<file path="src/rtl/sys1_pkg.sv">
// Shared definitions for the hiscore RAM access interface: arbitration state
// encoding and the default work RAM base address.
package sys1_pkg;

    typedef enum logic [1:0] {
        IDLE    = 2'd0,
        DRAIN   = 2'd1,
        OWN     = 2'd2,
        RELEASE = 2'd3
    } hs_state_t;

    localparam logic [15:0] RAM_BASE_DEFAULT = 16'hC000;
    localparam logic [7:0]  HSDO_BLANK       = 8'hFF;

endpackage

</file>
<file path="src/rtl/hs_ram_port.sv">
// Responder end of the hiscore RAM interface: arbitrates work RAM between CPU and hiscore engine.
// Optional macro HS_DRAIN_TIMEOUT_EN bounds the CPU drain wait to DRAIN_TIMEOUT clocks.
module hs_ram_port
    import sys1_pkg::*;
#(
    parameter int          RAM_AW        = 12,
    parameter logic [15:0] RAM_BASE      = RAM_BASE_DEFAULT,
    parameter int          DRAIN_TIMEOUT = 1023
) (
    input  logic              clk_sys,
    input  logic              reset_n,
    input  logic              hs_access,
    input  logic [15:0]       HSAD,
    input  logic [7:0]        HSDI,
    input  logic              HSWE,
    output logic [7:0]        HSDO,
    output logic              hs_grant,
    input  logic [15:0]       cpu_ad,
    input  logic [7:0]        cpu_do,
    input  logic              cpu_wr,
    input  logic              cpu_mreq,
    output logic              cpu_hold,
    output logic [RAM_AW-1:0] ram_ad,
    output logic [7:0]        ram_di,
    output logic              ram_we,
    input  logic [7:0]        ram_do
);

    // Upper window bound in 17 bits so a window touching 16'hFFFF cannot wrap.
    localparam logic [16:0] WIN_LAST = {1'b0, RAM_BASE} + (17'd1 << RAM_AW) - 17'd1;

    function automatic logic in_window(input logic [15:0] addr);
        return (addr >= RAM_BASE) && ({1'b0, addr} <= WIN_LAST);
    endfunction

    function automatic logic [RAM_AW-1:0] ram_offset(input logic [15:0] addr);
        return RAM_AW'(addr - RAM_BASE);
    endfunction

    hs_state_t state, state_nx;
    logic      cpu_in_win, hs_in_win;
    logic      drain_done;
    logic      we_mux;
    logic      rd_ok;

    assign cpu_in_win = in_window(cpu_ad);
    assign hs_in_win  = in_window(HSAD);

`ifdef HS_DRAIN_TIMEOUT_EN
    localparam logic [9:0] DRAIN_LAST = 10'(DRAIN_TIMEOUT - 1);
    logic [9:0] drain_cnt;

    always_ff @(posedge clk_sys or negedge reset_n) begin
        if (!reset_n)
            drain_cnt <= '0;
        else if (state == DRAIN)
            drain_cnt <= drain_cnt + 10'd1;
        else
            drain_cnt <= '0;
    end

    assign drain_done = (state == DRAIN) && (drain_cnt == DRAIN_LAST);
`else
    assign drain_done = 1'b0;
`endif

    // NOTE: every output of this block gets a default first, so no path can infer a latch.
    always_comb begin
        state_nx = state;
        ram_ad   = ram_offset(cpu_ad);
        ram_di   = cpu_do;
        we_mux   = 1'b0;
        unique case (state)
            IDLE: begin
                we_mux = cpu_wr & cpu_in_win;
                if (hs_access)
                    state_nx = DRAIN;
            end
            DRAIN: begin
                we_mux = cpu_wr & cpu_in_win;
                if (!cpu_mreq || drain_done)
                    state_nx = OWN;
            end
            OWN: begin
                ram_ad = ram_offset(HSAD);
                ram_di = HSDI;
                we_mux = HSWE & hs_in_win;
                if (!hs_access)
                    state_nx = RELEASE;
            end
            RELEASE: state_nx = IDLE;
            default: state_nx = IDLE;
        endcase
    end

    // Reset blocks the write strobe combinationally so an abandoned cycle never lands.
    assign ram_we = we_mux & reset_n;

    // NOTE: state and its registered decodes use non-blocking assignments so all flops update together.
    always_ff @(posedge clk_sys or negedge reset_n) begin
        if (!reset_n) begin
            state    <= IDLE;
            cpu_hold <= 1'b0;
            hs_grant <= 1'b0;
        end else begin
            state    <= state_nx;
            cpu_hold <= (state_nx != IDLE);
            hs_grant <= (state_nx == OWN);
        end
    end

    // Read path: address captured by the RAM on edge 1, HSDO registered on edge 2.
    always_ff @(posedge clk_sys or negedge reset_n) begin
        if (!reset_n) begin
            rd_ok <= 1'b0;
            HSDO  <= HSDO_BLANK;
        end else begin
            rd_ok <= (state == OWN) && hs_in_win;
            HSDO  <= rd_ok ? ram_do : HSDO_BLANK;
        end
    end

endmodule

</file>
<file path="config.mk">
export PLATFORM = sky130hd
export DESIGN_NAME = hs_ram_port
export DESIGN_NICKNAME = d
export VERILOG_FILES = /design/src/rtl/sys1_pkg.sv /design/src/rtl/hs_ram_port.sv
export SDC_FILE = /design/constraint.sdc
export NUM_CORES = 1
export LEC_CHECK = 0
export BUFFER_PORTS_ARGS = -buffer_cell sky130_fd_sc_hd__clkbuf_2
export CAP_MARGIN = 5
export CORE_UTILIZATION = 29
export CTS_BUF_LIST = sky130_fd_sc_hd__clkbuf_8
export DETAILED_ROUTE_END_ITERATION = 6
export PLACE_DENSITY = 0.77
export SLEW_MARGIN = 20
export SYNTH_ARGS = -nofsm -noshare
export SYNTH_HDL_FRONTEND = slang
export SYNTH_SLANG_ARGS = --single-unit
export TNS_END_PERCENT = 10
</file>
<file path="constraint.sdc">
create_clock -name clk_sys -period 1 [get_ports clk_sys]
set_input_delay 0.15 -clock clk_sys [delete_from_list [all_inputs] [get_ports clk_sys]]
set_output_delay 0.15 -clock clk_sys [all_outputs]
set_load 0.01 [all_outputs]
</file>
==> flow_metrics.env, run 1 <==
export IMPL_grt_max_degree=21
export IMPL_max_stage_delay_ns=0.40
export IMPL_syn_to_final_growth_pct=95.4
export IMPL_netlist_area_um2=741
export IMPL_period_minus_slack_ns=1.49
export IMPL_clkSinkCount=13
export IMPL_die_y_um=52.5
export IMPL_crit_path_top_delay_cell="dfrtp_1"
export IMPL_worstPathArrival_ns=1.34
export IMPL_max_freq_ghz=0.671
export IMPL_worstSkewPairLatency_ns=0.24
export IMPL_maxCapViolations=0
export IMPL_status="complete, but fails checks"
export IMPL_final_core_util_pct=62.4
export IMPL_start_kind="flop"
export IMPL_drt_wirelength_per_cell_um=9.63
export IMPL_path_buf_inv=2
export IMPL_cp_max_fo=10
export IMPL_ys_seq_elements=13
export IMPL_gp_congestion=0.751
export IMPL_min_period_over_period_pct=149
export IMPL_p_leak_nw=0.852
export IMPL_via_count=1011
export IMPL_synth_top_cells_by_count="nand2_1, nand2b_1, dfstp_2, dfrtp_1"
export IMPL_avgSynthCellArea_um2=7.19
export IMPL_pre_cts_ws_ns=-0.222
export IMPL_drt_iter0_markers=6
export IMPL_final_antenna_net_count=0
export IMPL_intPower_mw=1.74
export IMPL_crit_top_cell="nand2_1"
export IMPL_dieWidth_um=52.5
export IMPL_synthArstFlopShare_pct=100
export IMPL_clk_pin_slew_worst_paths_ns=0.05
export IMPL_cts_tree="done"
export IMPL_ir_worst_vdd_uv=1400
export IMPL_cts_htree_levels=1
export IMPL_required_ns=0.85
export IMPL_netlist_instances=103
export IMPL_rows=17
export IMPL_syn_nets=165
export IMPL_multi_input_area_um2=412
export IMPL_core_mm2=0.00232
export IMPL_nets=267
export IMPL_synth_edff_count=0
export IMPL_yosysWarnings=0
export IMPL_start_util_pct=31.9
export IMPL_nFillCells=237
export IMPL_route_detailed_drc=0
export IMPL_power_mw=2.78
export IMPL_power_density_mw_per_mm2=1920
export IMPL_ys_types=17
export IMPL_grt_use_total_pct=15.4
export IMPL_hold_viol_final=0
export IMPL_combPwrFrac_pct=59.9
export IMPL_ys_flop_type="dfstp_2"
export IMPL_tightest_slew_ns=0.261
export IMPL_seqPwrFrac_pct=24.1
export IMPL_routed_via_density=4.36
export IMPL_ys_seq_area_share_pct=45.3
export IMPL_design_die_area_mm2=0.00276
export IMPL_setup_violations=32
export IMPL_switching_share_pct=37.6
export IMPL_end_kind="primary output"
export IMPL_io_pins=93
export IMPL_crit_family="simple AND/OR/NAND/NOR gates"
export IMPL_seqCellArea_um2=335
export IMPL_numCtsBuffers=3
export IMPL_root_buffer="clkbuf_8"
export IMPL_synth_most_common_cell="nand2_1"
export IMPL_numPortBuffers=92
export IMPL_failed_checks="setup timing"
export IMPL_cts_buffer_depth=2
export IMPL_final_max_slew_violation_count=0
export IMPL_hpwl_um=1790
export IMPL_clkPwrFrac_pct=15.9
export IMPL_switchingPower_mw=1.05
export IMPL_grt_pass1_wl_um=3060
export IMPL_antenna_found_initial=0
export IMPL_diodes=0
export IMPL_drt_total_wl_um=2230
export IMPL_hp_class="in -> reg"
export IMPL_yosys_top_cells_area="nand2_1, dfstp_2, dfrtp_1, nand2b_1, buf_4"
export IMPL_slew_headroom_pct=82.6
export IMPL_grt_pass1_vias=815
export IMPL_fin_tns_setup_ns=-10.51
export IMPL_fin_ws_ns=-0.491
export IMPL_path_cells="and2b_4 -> clkbuf_16 -> nand2_1 -> nand2_1 -> buf_2"
export IMPL_yosys_area_top_type_share_pct=31.4
export IMPL_r2r_slack_ns=-0.18
export IMPL_firstDrtPassIters=3
export IMPL_grt_overflow_total=0
export IMPL_clock_skew_ns=0.00477
export IMPL_rsz0062_at_grt="yes"
export IMPL_layout_drive_gt1_share_pct=58.3
export IMPL_critical_path_class="reg -> out"
export IMPL_synth_largest_area_cell="nand2_1"
==> per-layer routing <==
| layer | GRT usage, % | wire, um | share of wire [%] | vias up |
|---|---|---|---|---|
| met5 | 0 | 0 | 0 | - |
| met4 | 7.89 | 27 | 1.2 | 0 |
| met3 | 3.48 | 200 | 9.0 | 2 |
| met2 | 30.8 | 1220 | 55 | 49 |
| met1 | 13.9 | 784 | 35 | 438 |
| li1 | - | - | - | 522 |
==> repair_timing <==
| action | CTS | global route |
|---|---|---|
| pin swaps | 1 | 1 |
| hold buffers | 1 | 0 |
| endpoints found under the setup margin | 32 | 34 |
| gates resized for setup | 2 | 36 |
| cloned | 0 | 1 |
| setup buffers | 2 | 0 |
| hold endpoints to repair | 5 | 0 |
==> cells by family after synthesis <==
| family | Yosys count | synth area share (%) |
|---|---|---|
| flops | 13 | 45.3 |
| mux | 1 | 1.35 |
| compound gates | 2 | 1.52 |
| simple gates | 82 | 48.0 |
| buf+inv | 5 | 3.88 |
==> power by group through the flow <==
stage               logic (mW)  registers (mW)  clock network (mW)
floorplan                0.802           0.703                   0
detailed placement        1.47           0.678                   0
finish                    1.67           0.672               0.443
global route              1.85           0.683               0.480
global placement          1.47           0.676                   0
CTS                       1.56           0.667               0.455
==> through the flow <==
stage	instances	hold slack [ns]	instance area [um2]
6_report	232	0.0871	1450
5_1_grt	232	0.0816	1450
4_1_cts	231	0.0716	1370
3_5_place_dp	224	0.108	1290
3_3_place_gp	224	0.107	1290
2_1_floorplan	103	-0.146	764
==> final cells by class <==
cell class	count	area share [%]
Clock inverter	1	0.259
Inverter	1	0.259
Tap cell	28	2.42
Timing Repair Buffer	101	42.6
Multi-Input combinational cell	85	28.4
Sequential cell	13	23.2
Clock buffer	3	2.85
==> flip-flops by register name, indices dropped and copies added, names as in the netlist <==
name / flops
HSDO: 8
cpu_hold: 1
hs_grant: 1
rd_ok: 1
state: 2
==> worst paths after layout <==
check	start	end	depth (start not counted)
hold / removal	HSAD[12]	rd_ok	2
setup / recovery	state[0]	ram_ad[1]	5
hold reg to reg	rd_ok	HSDO[6]	1
max in group asynchronous	reset_n	HSDO[2]	3
setup reg to reg	state[1]	cpu_hold	5
min in group asynchronous	reset_n	state[0]	3
==> worst reg2reg max path, delay by kind of cell, from the launching register on <==
kind / cells / cell delay (ns)
flip-flops: 1 / 0.42
AND/OR/NAND/NOR: 3 / 0.39
buffers and inverters: 2 / 0.27
==> layout by cell type (no fill, tap or decap), drive strengths merged <==
cell type    Yosys  layout
dlygate4sd3      0       1
nand2b          10      10
dfrtp            5       5
buf              4      33
dfstp            8       8
nor2             2       2
clkbuf           0      70
a21oi            1       1
nand4            1       1
nor4b            1       1
nor3b            2       2
inv              1       2
nand3            2       2
mux2i            1       1
and2b            1       1
nor3             1       1
o22ai            1       1
nand2           62      62
Note: power is estimated with default switching activity, not from simulation.
==> run 2: changes to the inputs <==
--- a/config.mk
+++ b/config.mk
@@ -10,9 +10,10 @@
 export CORE_UTILIZATION = 29
 export CTS_BUF_LIST = sky130_fd_sc_hd__clkbuf_8
 export DETAILED_ROUTE_END_ITERATION = 6
+export GPL_ROUTABILITY_DRIVEN = 1
 export PLACE_DENSITY = 0.77
 export SLEW_MARGIN = 20
 export SYNTH_ARGS = -nofsm -noshare
 export SYNTH_HDL_FRONTEND = slang
 export SYNTH_SLANG_ARGS = --single-unit
-export TNS_END_PERCENT = 10
+export TNS_END_PERCENT = 100
==> run 2 against run 1 <==
The run still ends with setup timing left. Maximum frequency shrank 0.22%. Clock power up 3%. Utilization grew 8.6 points.
==> flow_metrics.env, run 2 (synthesis gave the netlist of run 1 again) <==
export IMPL_worstSkewPairLatency_ns=0.24
export IMPL_clock_skew_ns=0.000822
export IMPL_slew_headroom_pct=84.0
export IMPL_whs_ns=0.0821
export IMPL_hold_path_startpoint="HSAD[13]"
export IMPL_cp_depth=5
export IMPL_r2r_slack_ns=-0.30
export IMPL_firstDrtPassIters=3
export IMPL_setup_violations=33
export IMPL_stdcell_count=234
export IMPL_path_cells="and2b_4 -> buf_12 -> nand2_1 -> nand2_2 -> clkbuf_2"
export IMPL_routed_via_density=4.58
export IMPL_numCtsBuffers=3
export IMPL_numPortBuffers=92
export IMPL_holdPathStages=2
export IMPL_status="complete, but fails checks"
export IMPL_layout_cells_most_common="clkbuf_2"
export IMPL_min_period_over_period_pct=149
export IMPL_power_density_mw_per_mm2=2070
export IMPL_rsz0062_at_grt="yes"
export IMPL_crit_start="state[0]"
export IMPL_drt_total_wl_um=2910
export IMPL_hpwl_um=2110
export IMPL_design_die_area_mm2=0.00276
export IMPL_dpl_cell_count=224
export IMPL_crit_path_top_delay_cell="dfrtp_1"
export IMPL_nets=269
export IMPL_core_mm2=0.00232
export IMPL_p_leak_nw=0.899
export IMPL_failed_checks="setup timing"
export IMPL_r2r_worst_path_cells=5
export IMPL_fin_ws_ns=-0.494
export IMPL_grt_pass1_vias=1046
export IMPL_tightest_slew_ns=0.238
export IMPL_largest_reg_flops=8
export IMPL_drt_wirelength_per_cell_um=12.4
export IMPL_final_antenna_net_count=0
export IMPL_cts_tree="done"
export IMPL_reg_largest_list="HSDO x8, state x2"
export IMPL_grt_use_total_pct=19.4
export IMPL_max_freq_ghz=0.669
export IMPL_pre_cts_ws_ns=-0.261
export IMPL_start_util_pct=31.9
export IMPL_max_stage_delay_ns=0.40
export IMPL_power_mw=3.41
export IMPL_dieWidth_um=52.5
export IMPL_route_detailed_drc=0
export IMPL_die_y_um=52.5
export IMPL_gp_congestion=0.662
export IMPL_fin_tns_setup_ns=-10.91
export IMPL_grt_overflow_total=0
export IMPL_r2r_start="state[0]"
export IMPL_layout_drive_gt1_share_pct=75.2
export IMPL_syn_to_final_growth_pct=122
export IMPL_start_kind="flop"
export IMPL_hold_viol_final=0
export IMPL_clk_pin_slew_worst_paths_ns=0.06
export IMPL_hp_class="in -> reg"
export IMPL_crit_family="simple AND/OR/NAND/NOR gates"
export IMPL_stdcell_area_mm2=0.00165
export IMPL_final_max_slew_violation_count=0
export IMPL_final_core_util_pct=71.0
export IMPL_grt_pass1_wl_um=3930
export IMPL_clkSinkCount=13
export IMPL_diodes=0
export IMPL_required_ns=0.85
export IMPL_cts_htree_levels=1
export IMPL_end_kind="primary output"
export IMPL_worstPathArrival_ns=1.34
export IMPL_reg2reg_to="cpu_hold"
export IMPL_maxCapViolations=0
export IMPL_cp_max_fo=16
export IMPL_antenna_found_initial=0
export IMPL_regMostFlops="HSDO"
export IMPL_cts_buffer_depth=2
export IMPL_layout_common_cells="clkbuf_2, nand2_1, nand2_2, buf_6"
export IMPL_path_buf_inv=2
export IMPL_period_minus_slack_ns=1.49
export IMPL_rows=17
export IMPL_io_pins=93
export IMPL_grt_max_degree=21
export IMPL_hold_path_endpoint="rd_ok"
export IMPL_dpl_cell_area_mm2=0.00136
export IMPL_root_buffer="clkbuf_8"
export IMPL_drt_iter0_markers=8
export IMPL_nFillCells=185
export IMPL_via_count=1071
export IMPL_ir_worst_vdd_uv=1290
export IMPL_critical_path_class="reg -> out"
[run 2: cell types whose count changed in the layout (fill, tap and decap cells not counted), sizes merged]
cell    delta
buf        +4
clkbuf     -2
[run 2: area by class of cell]
class	count	area (um2)	share of cell area, %
timing repair buffer	103	724	44.0
multi-input combinational	85	502	30.5
clock buffer	3	41.3	2.51
inverter	1	3.75	0.228
sequential	13	337	20.4
clock inverter	1	3.75	0.228
tap	28	35.0	2.13
[run 2: repair_timing]
| item | 4_1_cts | 5_1_grt |
|---|---|---|
| hold buffers | 1 | 0 |
| buffers inserted | 4 | 1 |
| pin swaps | 11 | 5 |
| gates resized for setup | 5 | 58 |
| hold endpoints to repair | 5 | 0 |
| endpoints found under the setup margin | 34 | 34 |
[run 2: worst max-delay path by stage]
| stage | end |
|---|---|
| 2_1_floorplan | ram_we |
| 3_3_place_gp | ram_di[4] |
| 3_5_place_dp | ram_ad[7] |
| 4_1_cts | ram_ad[7] |
| 5_1_grt | ram_di[4] |
| 6_report | ram_di[5] |
[run 2: per-layer routing]
layer  wire length, um  part of all wire, %  GRT usage, %  vias up
li1                  -                    -             -      525
met2              1750                   60          42.0       47
met1               982                   34          17.2      497
met5                 0                    0             0        -
met4                18                 0.62          8.33        0
met3               159                  5.5          1.45        2
[run 2: where the power goes]
part | total [mW] | switching (mW) | internal [mW]
Combinational | 2.28 | 1.07 | 1.21
Clock | 0.455 | 0.184 | 0.271
Sequential | 0.682 | 0.0626 | 0.619
